[src/rtl/uart_rx_pkg.sv]
// Shared constants and helpers for the UART RX data path.
// Holds counter widths, prescale floor, bit indices and majority3.
package uart_rx_pkg;

  localparam int EDGE_W       = 5;
  localparam int BIT_W        = 4;
  localparam int MIN_PRESCALE = 4;

  localparam logic [BIT_W-1:0] START_BIT      = 4'd0;
  localparam logic [BIT_W-1:0] FIRST_DATA_BIT = 4'd1;
  localparam logic [BIT_W-1:0] LAST_DATA_BIT  = 4'd8;
  localparam logic [BIT_W-1:0] LAST_BIT_PAR   = 4'd10;
  localparam logic [BIT_W-1:0] LAST_BIT_NOPAR = 4'd9;

  function automatic logic majority3(
    input logic a,
    input logic b,
    input logic c
  );
    return (a & b) | (a & c) | (b & c);
  endfunction

endpackage

[src/rtl/uart_rx_edge_bit_counter.sv]
// Edge-within-bit and bit-within-frame counters for UART RX.
// Ports: clk, reset_n, counter_en, par_en, prescale (already clamped) -> edge_cnt, bit_cnt.
module uart_rx_edge_bit_counter
  import uart_rx_pkg::*;
(
  input  logic              clk,
  input  logic              reset_n,
  input  logic              counter_en,
  input  logic              par_en,
  input  logic [EDGE_W-1:0] prescale,
  output logic [EDGE_W-1:0] edge_cnt,
  output logic [BIT_W-1:0]  bit_cnt
);

  logic             wrap;
  logic [BIT_W-1:0] last;

  assign last = par_en ? LAST_BIT_PAR : LAST_BIT_NOPAR;

  // >= rather than == so a prescale change mid-bit cannot overrun
  assign wrap = (edge_cnt >= (prescale - EDGE_W'(1)));

  always_ff @(posedge clk or negedge reset_n) begin
    if (!reset_n) begin
      edge_cnt <= '0;
    end else if (!counter_en) begin
      edge_cnt <= '0;
    end else if (wrap) begin
      edge_cnt <= '0;
    end else begin
      edge_cnt <= edge_cnt + EDGE_W'(1);
    end
  end

  // >= last also recovers when par_en drops with the count at 10
  always_ff @(posedge clk or negedge reset_n) begin
    if (!reset_n) begin
      bit_cnt <= START_BIT;
    end else if (!counter_en) begin
      bit_cnt <= START_BIT;
    end else if (wrap) begin
      if (bit_cnt >= last) begin
        bit_cnt <= START_BIT;
      end else begin
        bit_cnt <= bit_cnt + BIT_W'(1);
      end
    end
  end

endmodule

[src/rtl/uart_rx_data_sampler.sv]
// UART RX oversampler: counters plus 3-point majority vote per bit.
// Ports: clk, reset_n, rx_in, prescale_in, par_en_in, counter_en_in,
//   data_sample_en_in -> edge_cnt_out, bit_cnt_out, sampled_bit_out,
//   sample_valid_out. Macro UART_RX_SYNC_EN adds a 2-flop rx synchronizer.
module uart_rx_data_sampler
  import uart_rx_pkg::*;
(
  input  logic              clk,
  input  logic              reset_n,
  input  logic              rx_in,
  input  logic [EDGE_W-1:0] prescale_in,
  input  logic              par_en_in,
  input  logic              counter_en_in,
  input  logic              data_sample_en_in,
  output logic [EDGE_W-1:0] edge_cnt_out,
  output logic [BIT_W-1:0]  bit_cnt_out,
  output logic              sampled_bit_out,
  output logic              sample_valid_out
);

  logic [EDGE_W-1:0] p_eff;
  logic [EDGE_W-1:0] half;
  logic [EDGE_W-1:0] pt0;
  logic [EDGE_W-1:0] pt1;
  logic [EDGE_W-1:0] pt2;
  logic              rx_s;
  logic              s0;
  logic              s1;

  assign p_eff = (prescale_in < EDGE_W'(MIN_PRESCALE))
               ? EDGE_W'(MIN_PRESCALE) : prescale_in;
  assign half  = p_eff >> 1;
  assign pt0   = half - EDGE_W'(1);
  assign pt1   = half;
  assign pt2   = half + EDGE_W'(1);

`ifdef UART_RX_SYNC_EN
  logic sync0;
  logic sync1;

  always_ff @(posedge clk or negedge reset_n) begin
    if (!reset_n) begin
      sync0 <= 1'b1;
      sync1 <= 1'b1;
    end else begin
      sync0 <= rx_in;
      sync1 <= sync0;
    end
  end

  assign rx_s = sync1;
`else
  assign rx_s = rx_in;
`endif

  uart_rx_edge_bit_counter u_cnt (
    .clk        (clk),
    .reset_n    (reset_n),
    .counter_en (counter_en_in),
    .par_en     (par_en_in),
    .prescale   (p_eff),
    .edge_cnt   (edge_cnt_out),
    .bit_cnt    (bit_cnt_out)
  );

  // third sample is the live line at pt2, voted straight into the output
  always_ff @(posedge clk or negedge reset_n) begin
    if (!reset_n) begin
      s0               <= 1'b1;
      s1               <= 1'b1;
      sampled_bit_out  <= 1'b1;
      sample_valid_out <= 1'b0;
    end else begin
      sample_valid_out <= 1'b0;
      if (data_sample_en_in) begin
        if (edge_cnt_out == pt0) s0 <= rx_s;
        if (edge_cnt_out == pt1) s1 <= rx_s;
        if (edge_cnt_out == pt2) begin
          sampled_bit_out  <= majority3(s0, s1, rx_s);
          sample_valid_out <= 1'b1;
        end
      end
    end
  end

endmodule

[config.mk]
export PLATFORM = sky130hd
export DESIGN_NAME = uart_rx_data_sampler
export DESIGN_NICKNAME = d
export VERILOG_FILES = /design/src/rtl/uart_rx_pkg.sv /design/src/rtl/uart_rx_edge_bit_counter.sv /design/src/rtl/uart_rx_data_sampler.sv
export SDC_FILE = /design/constraint.sdc
export NUM_CORES = 1
export LEC_CHECK = 0
export BUFFER_PORTS_ARGS = -buffer_cell sky130_fd_sc_hd__buf_2
export CAP_MARGIN = 15
export CORE_MARGIN = 5
export CORE_UTILIZATION = 25
export DETAILED_ROUTE_END_ITERATION = 7
export SYNTH_ARGS = -nofsm -noshare
export SYNTH_HDL_FRONTEND = slang
export SYNTH_SLANG_ARGS = --single-unit
[constraint.sdc]
create_clock -name clk -period 2.7 [get_ports clk]
set_input_delay 0.135 -clock clk [delete_from_list [all_inputs] [get_ports clk]]
set_output_delay 0.135 -clock clk [all_outputs]
set_load 0.02 [all_outputs]
# Word-level counts from Yosys, hierarchy flattened
# Index checks and enable logic that the tools add are counted.
# W data, S select, Z words.
totals:
  memories: 0
  word_cells: 35
  output_inout_bits: 11
  romBits: 0
  regBits: 13
  latchBits: 0
  ramBits: 0
classes:
  order_cmp: 3
  addsub: 5
  n_eq_ne: 4
  n_reduce_logical: 3
  bitwise_logic: 5
  n_shift: 0
  n_mul: 0
  div: 0
  n_mux: 9
ops:
  columns: ["operator", "n"]
  rows:
  - ["$mux W5", 3]
  - ["$mux W4", 3]
  - ["$eq A5 B5 Y1", 2]
  - ["$reduce_and A2 Y1", 3]
  - ["$add A4 B1 Y5 const B", 1]
  - ["$add A5 B1 Y5 const B", 1]
  - ["$eq A5 B4 Y1", 1]
  - ["$ge A5 B5 Y1", 1]
  - ["$lt A5 B3 Y1 const B", 1]
  - ["$sub A4 B1 Y5 const B", 1]
  - ["$sub A5 B1 Y5 const B", 1]
  - ["$add A4 B1 Y4 const B", 1]
  - ["$ge A4 B4 Y1", 1]
  - ["$and A1 B1 Y1", 3]
  - ["$mux W1", 2]
  - ["$mux W2", 1]
  - ["$ne A2 B1 Y1 const B", 1]
  - ["$or A1 B1 Y1", 2]

# Logic depth before layout (Yosys ltp)
# Gate-level depths: netlist of run 1.
logic_depth:
  ltp_word: 6
  mapped_depth: 13
  mapped_depth_nobuf: 11

# Hierarchy
# Synthesis of run 1 repeated with hierarchy kept, for this count alone.
hier_totals:
  hier_cells: 115
  hier_area_um2: 1112.3
modules_own_cells:
  columns: ["module", "seq_area_each_um2", "instances", "area_each_um2", "cells_each"]
  rows:
  - ["uart_rx_edge_bit_counter", 225.2, 1, 621.8, 64]
  - ["uart_rx_data_sampler", 103.8, 1, 490.5, 51]

# Worst setup path before layout of run 1
# No wires, ideal clock.
synth_timing:
  path_type: "input -> register"
  startpoint: "in prescale_in[4]"
  endpoint: "reg u_cnt.bit_cnt[2]"
  stages: 11
  required_ps: 2578
  path_slack_ps: 328
  arrival_ps: 2250
  cell_sequence: "buf_2 > o31ai_2 > ha_1 > nand2_1 > xor2_1 > ha_1 > o211ai_1 > o21ai_0 > clkbuf_1 > o21ai_0 > o2bb2ai_1"
synth_via:
  elab_chain_cells: 5
synth_lines:
  columns: ["item", "line_no", "text"]
  rows:
  - ["start, declared", "uart_rx_data_sampler.sv:11", "input logic [EDGE_W-1:0] prescale_in,"]
  - ["$lt A5 B3 Y1", "uart_rx_data_sampler.sv:30", "assign p_eff = (prescale_in < EDGE_W'(MIN_PRESCALE))"]
  - ["$mux W5 *", "uart_rx_data_sampler.sv:31", "? EDGE_W'(MIN_PRESCALE) : prescale_in;"]
  - ["$sub A5 B1 Y5 *", "uart_rx_edge_bit_counter.sv:21", "assign wrap = (edge_cnt >= (prescale - EDGE_W'(1)));"]
  - ["$ge A5 B5 Y1 *", "uart_rx_edge_bit_counter.sv:21", null]
  - ["$ne A2 B1 Y1 (no source line) *", null, null]
  - ["end signal, assigned", "uart_rx_edge_bit_counter.sv:45", "bit_cnt <= bit_cnt + BIT_W'(1);"]
  - ["end, declared", "uart_rx_edge_bit_counter.sv:12", "output logic [BIT_W-1:0] bit_cnt"]
# Mark *: on every way between the ends. The rest lies on a longest branch, timed or not.
# A chain may end at the register's enable or synchronous reset.

# Final worst setup path of run 1
layout_timing:
  startpoint: "in prescale_in[3]"
  endpoint: "reg u_cnt.bit_cnt[3]"
# The elaborated chain is that of the path after synthesis.

==> results of run 1 <==
per-stage QoR:
stage               cell area, sq um  std cells  setup WS (ns)  hold slack, ns
finish                          1270        182          0.630           0.128
detailed placement              1210        177          0.369          0.0420
global placement                1210        177          0.460          0.0249
floorplan                       1040        107          0.328          -0.161
CTS                             1270        182          0.635           0.122
global route                    1270        182          0.458           0.129
Yosys cell counts, drive strengths merged (4+ instances only):
cell type,instances
dfrtp,10
ha,13
inv,11
nand2,6
nand2b,4
nand3,6
nor2,8
o21ai,4
xnor2,8
xor2,6
routing by layer:
layer	routed length (um)	up-vias
li1	-	421
met1	968	411
met2	1310	21
met3	125	6
met4	55	0
met5	0	-
critical path, stage by stage:
cell and delay (ns):
buf_2 0.19, or3_1 0.39, nand2_1 0.11, ha_1 0.19, xor2_1 0.21, ha_1 0.27, o211ai_1 0.16, o21ai_0 0.09
buf_4 0.18, a41oi_1 0.21, a21oi_1 0.06
report_power, final:
| group | internal (uW) | switching [uW] |
|---|---|---|
| clock | 102 | 77.4 |
| combinational | 112 | 138 |
| sequential | 244 | 39.6 |
registers in the layout, summed over array words and instances, names as in the netlist:
name and flops:
sampled_bit_out 1, sample_valid_out 1, s0 1, u_cnt.bit_cnt 4
s1 1, u_cnt.edge_cnt 5
kinds of logic (layout without fill, tap and decap cells):
kind of cell | Yosys count | count (layout) | synth area share [%]
AO/OA/AOI/OAI | 20 | 20 | 14.5
AND/OR/NAND/NOR | 28 | 28 | 14.5
XOR/XNOR | 14 | 14 | 13.5
adder cells (fa/ha/maj) | 14 | 14 | 16.5
buffers and inverters | 15 | 40 | 6.35
flip-flops | 13 | 13 | 31.5
multiplexers | 3 | 3 | 3.11
cell type report:
cell class / instances / area (sq um)
tap: 50 / 62.6
sequential: 13 / 329
multi-input combinational: 79 / 649
timing repair buffer: 25 / 138
fill: 431 / 2760
clock buffer: 3 / 41.3
clock inverter: 1 / 5.00
inverter: 11 / 41.3
worst max-delay path by stage:
stage | startpoint | to | slack [ns] | depth (start not counted)
detailed placement | prescale_in[3] | u_cnt.bit_cnt[3] | 0.37 | 14
global route | prescale_in[3] | u_cnt.bit_cnt[3] | 0.46 | 11
finish | prescale_in[3] | u_cnt.bit_cnt[3] | 0.63 | 11
CTS | prescale_in[3] | u_cnt.bit_cnt[3] | 0.64 | 14
global placement | prescale_in[3] | u_cnt.bit_cnt[3] | 0.46 | 14
floorplan | prescale_in[4] | u_cnt.bit_cnt[2] | 0.33 | 11
layout by cell type (no fill, tap or decap), drive strengths merged, types with 2 or more instances in the layout:
cell / netlist / routed
ha: 13 / 13
a211oi: 3 / 3
dfstp: 3 / 3
nand2b: 4 / 4
mux2: 2 / 2
dfrtp: 10 / 10
clkbuf: 1 / 3
nand3: 6 / 6
o21ai: 4 / 4
xor2: 6 / 6
nor2: 8 / 8
inv: 11 / 11
o31ai: 3 / 3
xnor2: 8 / 8
nand2: 6 / 6
a41oi: 2 / 2
buf: 3 / 24
timing repair:
action                    CTS  global route
hold endpoints to repair   10             0
buffers inserted            0             0
hold buffers                1             0
==> results.py, run 1 <==
metrics = {
    "global_routing": {
        "grt_pass1_wl_um": 4330,
        "gr-usage-met3_pct": 2.40,
        "met2_usage_pct": 17.8,
        "antenna_found_initial": 0,
        "globalRouteTotalUtil_pct": 10.1,
        "grt.met1_usage_pct": 11.6,
        "grt_max_degree": 14,
        "grt_remaining_overflow": 0,
        "grt_pass1_vias": 929,
        "grt.busiest_layer": "met2",
    },
    "placement": {
        "gp_congestion": 0.755,
        "port-buffer-count": 21,
        "hpwl_um": 1990,
    },
    "drt": {
        "dr_total_vias": 859,
        "drtAntennaViolNets": 0,
        "wirelength_um": 2460,
        "wl_per_cell_um": 13.5,
        "drtIter0Drc": 28,
        "vias_per_cell": 4.72,
        "first_pass_iters": 4,
        "drc": 0,
    },
    "worst_setup_path": {
        "r2r_slack_ns": 0.78,
        "critPathKind": "in2reg",
        "startpoint_type": "input pin",
        "cp.arrival_ns": 2.20,
        "endpoint_kind": "register",
        "path_max_fanout": 11,
        "crit_required_ns": 2.83,
        "r2r-end": "sampled_bit_out",
        "rr_worst_depth": 5,
        "timing.rr.start": "u_cnt.edge_cnt[2]",
    },
    "clock_tree": {
        "clock_latency_ns": 0.25,
        "path_clk_slew_ns": 0.06,
        "cts-buffers-inserted": 3,
        "cts_tree": "done",
        "cts-root-buf": "clkbuf_8",
        "htreeDepth": 1,
        "cts_buffer_depth": 2,
        "numClockSinks": 13,
        "post_cts_resize_count": 0,
    },
    "yosys": {
        "synth_area_sq_um": 1040,
        "ys_types": 35,
        "synthTopCellsByArea": "dfrtp_1, ha_1, dfstp_2",
        "synthArstFlopShare_pct": 100,
        "synth_ff_type": "dfrtp_1",
        "syn_avg_cell_area_sq_um": 9.76,
        "ys_seq_area_share_pct": 31.5,
        "synth_warnings": 0,
        "synth_cells": 107,
        "netlist.area_leader.share_pct": 24.0,
        "syn_nets": 131,
        "synth_seq_cells": 13,
        "synth_edf_count": 0,
        "yosys.area.top_type": "dfrtp_1",
    },
    "floorplan": {
        "die_y_um": 74.6,
        "io_pins": 22,
        "start_util_pct": 25.9,
        "die_area_sq_um": 5570,
        "row_count": 23,
        "coreArea_sq_um": 4030,
        "die-width_um": 74.6,
    },
    "hold_path": {
        "hold_class": "in2reg",
        "hp-start": "rx_in",
        "whs_endpoint": "s0",
        "hold-path-cell-count": 3,
    },
    "timing": {
        "worst_pin_slew_ns": 0.543,
        "skew_ns": 0.00215,
        "hold_violations": 0,
        "fin_setup_tns_ns": 0,
        "rsz0062_at_grt": "no",
        "period_needed_ns": 2.07,
        "slew_viol_final": 0,
        "fmax_ghz": 0.483,
        "slew_headroom_pct": 63.8,
        "timing.final.crit_share_pct": 76.7,
        "setup_violations": 0,
    },
    "layout": {
        "syn2layout_area_growth_pct": 21.2,
        "nets": 157,
        "layout-drive-gt1-share_pct": 27.3,
        "antenna_cells": 0,
        "fin_util_pct": 31.4,
    },
    "status": {
        "status": "finished clean",
    },
    "power": {
        "p_total_uw": 714,
        "power.density_nw_per_um2": 564,
        "peakVddDrop_mv": 0.196,
        "leakage_uw": 0.000601,
    },
    "flow_run": {
        "maxCapViolations": 0,
    },
}
No activity file was read; power rests on OpenSTA's default activity.
==> run 2, diff against run 1 <==
==> constraint.sdc (replaced) <==
create_clock -name clk -period 2.1 [get_ports clk]
set_input_delay 0.105 -clock clk [delete_from_list [all_inputs] [get_ports clk]]
set_output_delay 0.105 -clock clk [all_outputs]
set_load 0.02 [all_outputs]
==> run 2 against run 1 <==
- cell area is 6.9% higher
- sequential share of layout area fell by 1.7 points
- sequential cell count did not move
- clock power increased by 19%
- core utilization rose by 2.2 points
- setup slack lost 0.42 ns
- cell count is 5.5% higher
- via count up 1.7%
- critical path type unchanged
- critical endpoint unchanged
==> results.py, run 2 (synthesized netlist as in run 1, its figures left out) <==
metrics = {
    "timing": {
        "setup_violations": 0,
        "fmax_ghz": 0.529,
        "timing.final.crit_share_pct": 90.0,
        "fin_ws_ns": 0.210,
        "rsz0062_at_grt": "no",
        "slew_headroom_pct": 74.5,
        "period_needed_ns": 1.89,
        "hold_violations": 0,
        "holdWs_ns": 0.107,
        "worst_pin_slew_ns": 0.379,
        "skew_ns": 0.00123,
        "slew_viol_final": 0,
    },
    "status": {
        "status": "finished clean",
    },
    "layout": {
        "fill_cells": 426,
        "final_common_cell": "buf_2",
        "multiInputGateArea_sq_um": 663,
        "final_cell_mix": "buf_2, buf_4, ha_1",
        "antenna_cells": 0,
        "seq_area_sq_um": 329,
        "reg.largest.list": "u_cnt.edge_cnt: 5 flops, u_cnt.bit_cnt: 4 flops",
        "nets": 167,
        "syn2layout_area_growth_pct": 29.6,
        "largest_reg_flops": 5,
        "layout-drive-gt1-share_pct": 33.1,
        "regMostFlops": "u_cnt.edge_cnt",
    },
    "drt": {
        "drtIter0Drc": 39,
        "first_pass_iters": 4,
        "vias_per_cell": 4.55,
        "wirelength_um": 2340,
        "dr_total_vias": 874,
        "wl_per_cell_um": 12.2,
        "drc": 0,
        "drtAntennaViolNets": 0,
    },
    "clock_tree": {
        "cts-root-buf": "clkbuf_8",
        "htreeDepth": 1,
        "cts_tree": "done",
        "cts_buffer_depth": 2,
        "clock_latency_ns": 0.24,
        "numClockSinks": 13,
        "cts-buffers-inserted": 3,
        "path_clk_slew_ns": 0.05,
    },
    "worst_setup_path": {
        "startpoint_type": "input pin",
        "critPathKind": "in2reg",
        "cp.arrival_ns": 1.99,
        "crit_required_ns": 2.20,
        "endpoint_kind": "register",
        "path_max_fanout": 6,
    },
    "global_routing": {
        "grt.busiest_layer": "met2",
        "grt_remaining_overflow": 0,
        "antenna_found_initial": 0,
        "grt_pass1_wl_um": 3960,
        "gr-usage-met3_pct": 1.47,
        "grt_pass1_vias": 906,
        "met2_usage_pct": 16.4,
        "grt_max_degree": 14,
        "globalRouteTotalUtil_pct": 9.09,
        "grt.met1_usage_pct": 10.4,
    },
    "floorplan": {
        "start_util_pct": 25.9,
        "row_count": 23,
        "die_y_um": 74.6,
        "die_area_sq_um": 5570,
        "die-width_um": 74.6,
        "io_pins": 22,
        "coreArea_sq_um": 4030,
    },
    "placement": {
        "place_ws_ns": -0.223,
        "port-buffer-count": 21,
        "gp_congestion": 0.825,
        "hpwl_um": 2000,
    },
    "power": {
        "peakVddDrop_mv": 0.379,
        "leakage_uw": 0.000647,
        "power.density_nw_per_um2": 680,
    },
    "hold_path": {
        "hold_class": "in2reg",
    },
    "flow_run": {
        "maxCapViolations": 0,
    },
}
run 2: routing by layer:
layer,wire (um),vias up,part of all wire (%)
met4,48,0,2.1
met5,0,-,0
li1,-,445,-
met3,56,4,2.4
met2,1230,14,52
met1,1010,411,43
run 2: power breakdown:
part           internal [uW]  total [uW]  switching, uW  leakage, uW
clock network            134         215           81.7    0.0000228
logic                    162         349            187     0.000458
registers                314         357           42.4     0.000166
total                    610         921            311     0.000647
run 2: metrics by stage:
| stage | std cells | util, % | cell area [sq um] | power, uW | setup TNS (ns) |
|---|---|---|---|---|---|
| 2_1_floorplan | 107 | - | 1060 | 593 | 0 |
| 3_3_place_gp | 187 | 32.2 | 1300 | 695 | -0.733 |
| 3_5_place_dp | 187 | 32.2 | 1300 | 712 | -1.53 |
| 4_1_cts | 192 | 33.6 | 1350 | 934 | 0 |
| 5_1_grt | 192 | 33.6 | 1350 | 987 | 0 |
| 6_report | 192 | 33.6 | 1350 | 921 | 0 |
run 2: final timing paths:
check | from | end | slack, ns | depth (start not counted)
setup / recovery | prescale_in[4] | u_cnt.bit_cnt[3] | 0.21 | 11
hold / removal | rx_in | s0 | 0.11 | 3
setup reg to reg | u_cnt.edge_cnt[2] | sampled_bit_out | 0.32 | 5
hold reg to reg | s0 | s0 | 0.49 | 2
max in group asynchronous | reset_n | s1 | 1.54 | 2
min in group asynchronous | reset_n | u_cnt.bit_cnt[0] | 0.28 | 2
run 2: cell type report:
cell class / count / area share, %
clock buffer: 4 / 3.33
multi-input combinational: 79 / 49.0
tap: 50 / 4.62
sequential: 13 / 24.3
timing repair buffer: 35 / 15.7
inverter: 11 / 3.05
run 2: what timing repair did:
| action | 4_1_cts | 5_1_grt |
|---|---|---|
| hold buffers | 1 | 0 |
| setup endpoints to repair | 1 | 0 |
| endpoints found under the hold margin | 10 | 0 |
| setup buffers | 0 | 0 |
| resized for setup | 1 | 0 |
run 2: worst max-delay path: stages:
cell	delay (ns)
buf_2	0.13
or3_1	0.40
nand2_1	0.11
ha_1	0.19
nand2_1	0.06
nand2_1	0.07
ha_1	0.23
a211oi_1	0.20
o21ai_1	0.19
a41oi_1	0.26
a21oi_1	0.06
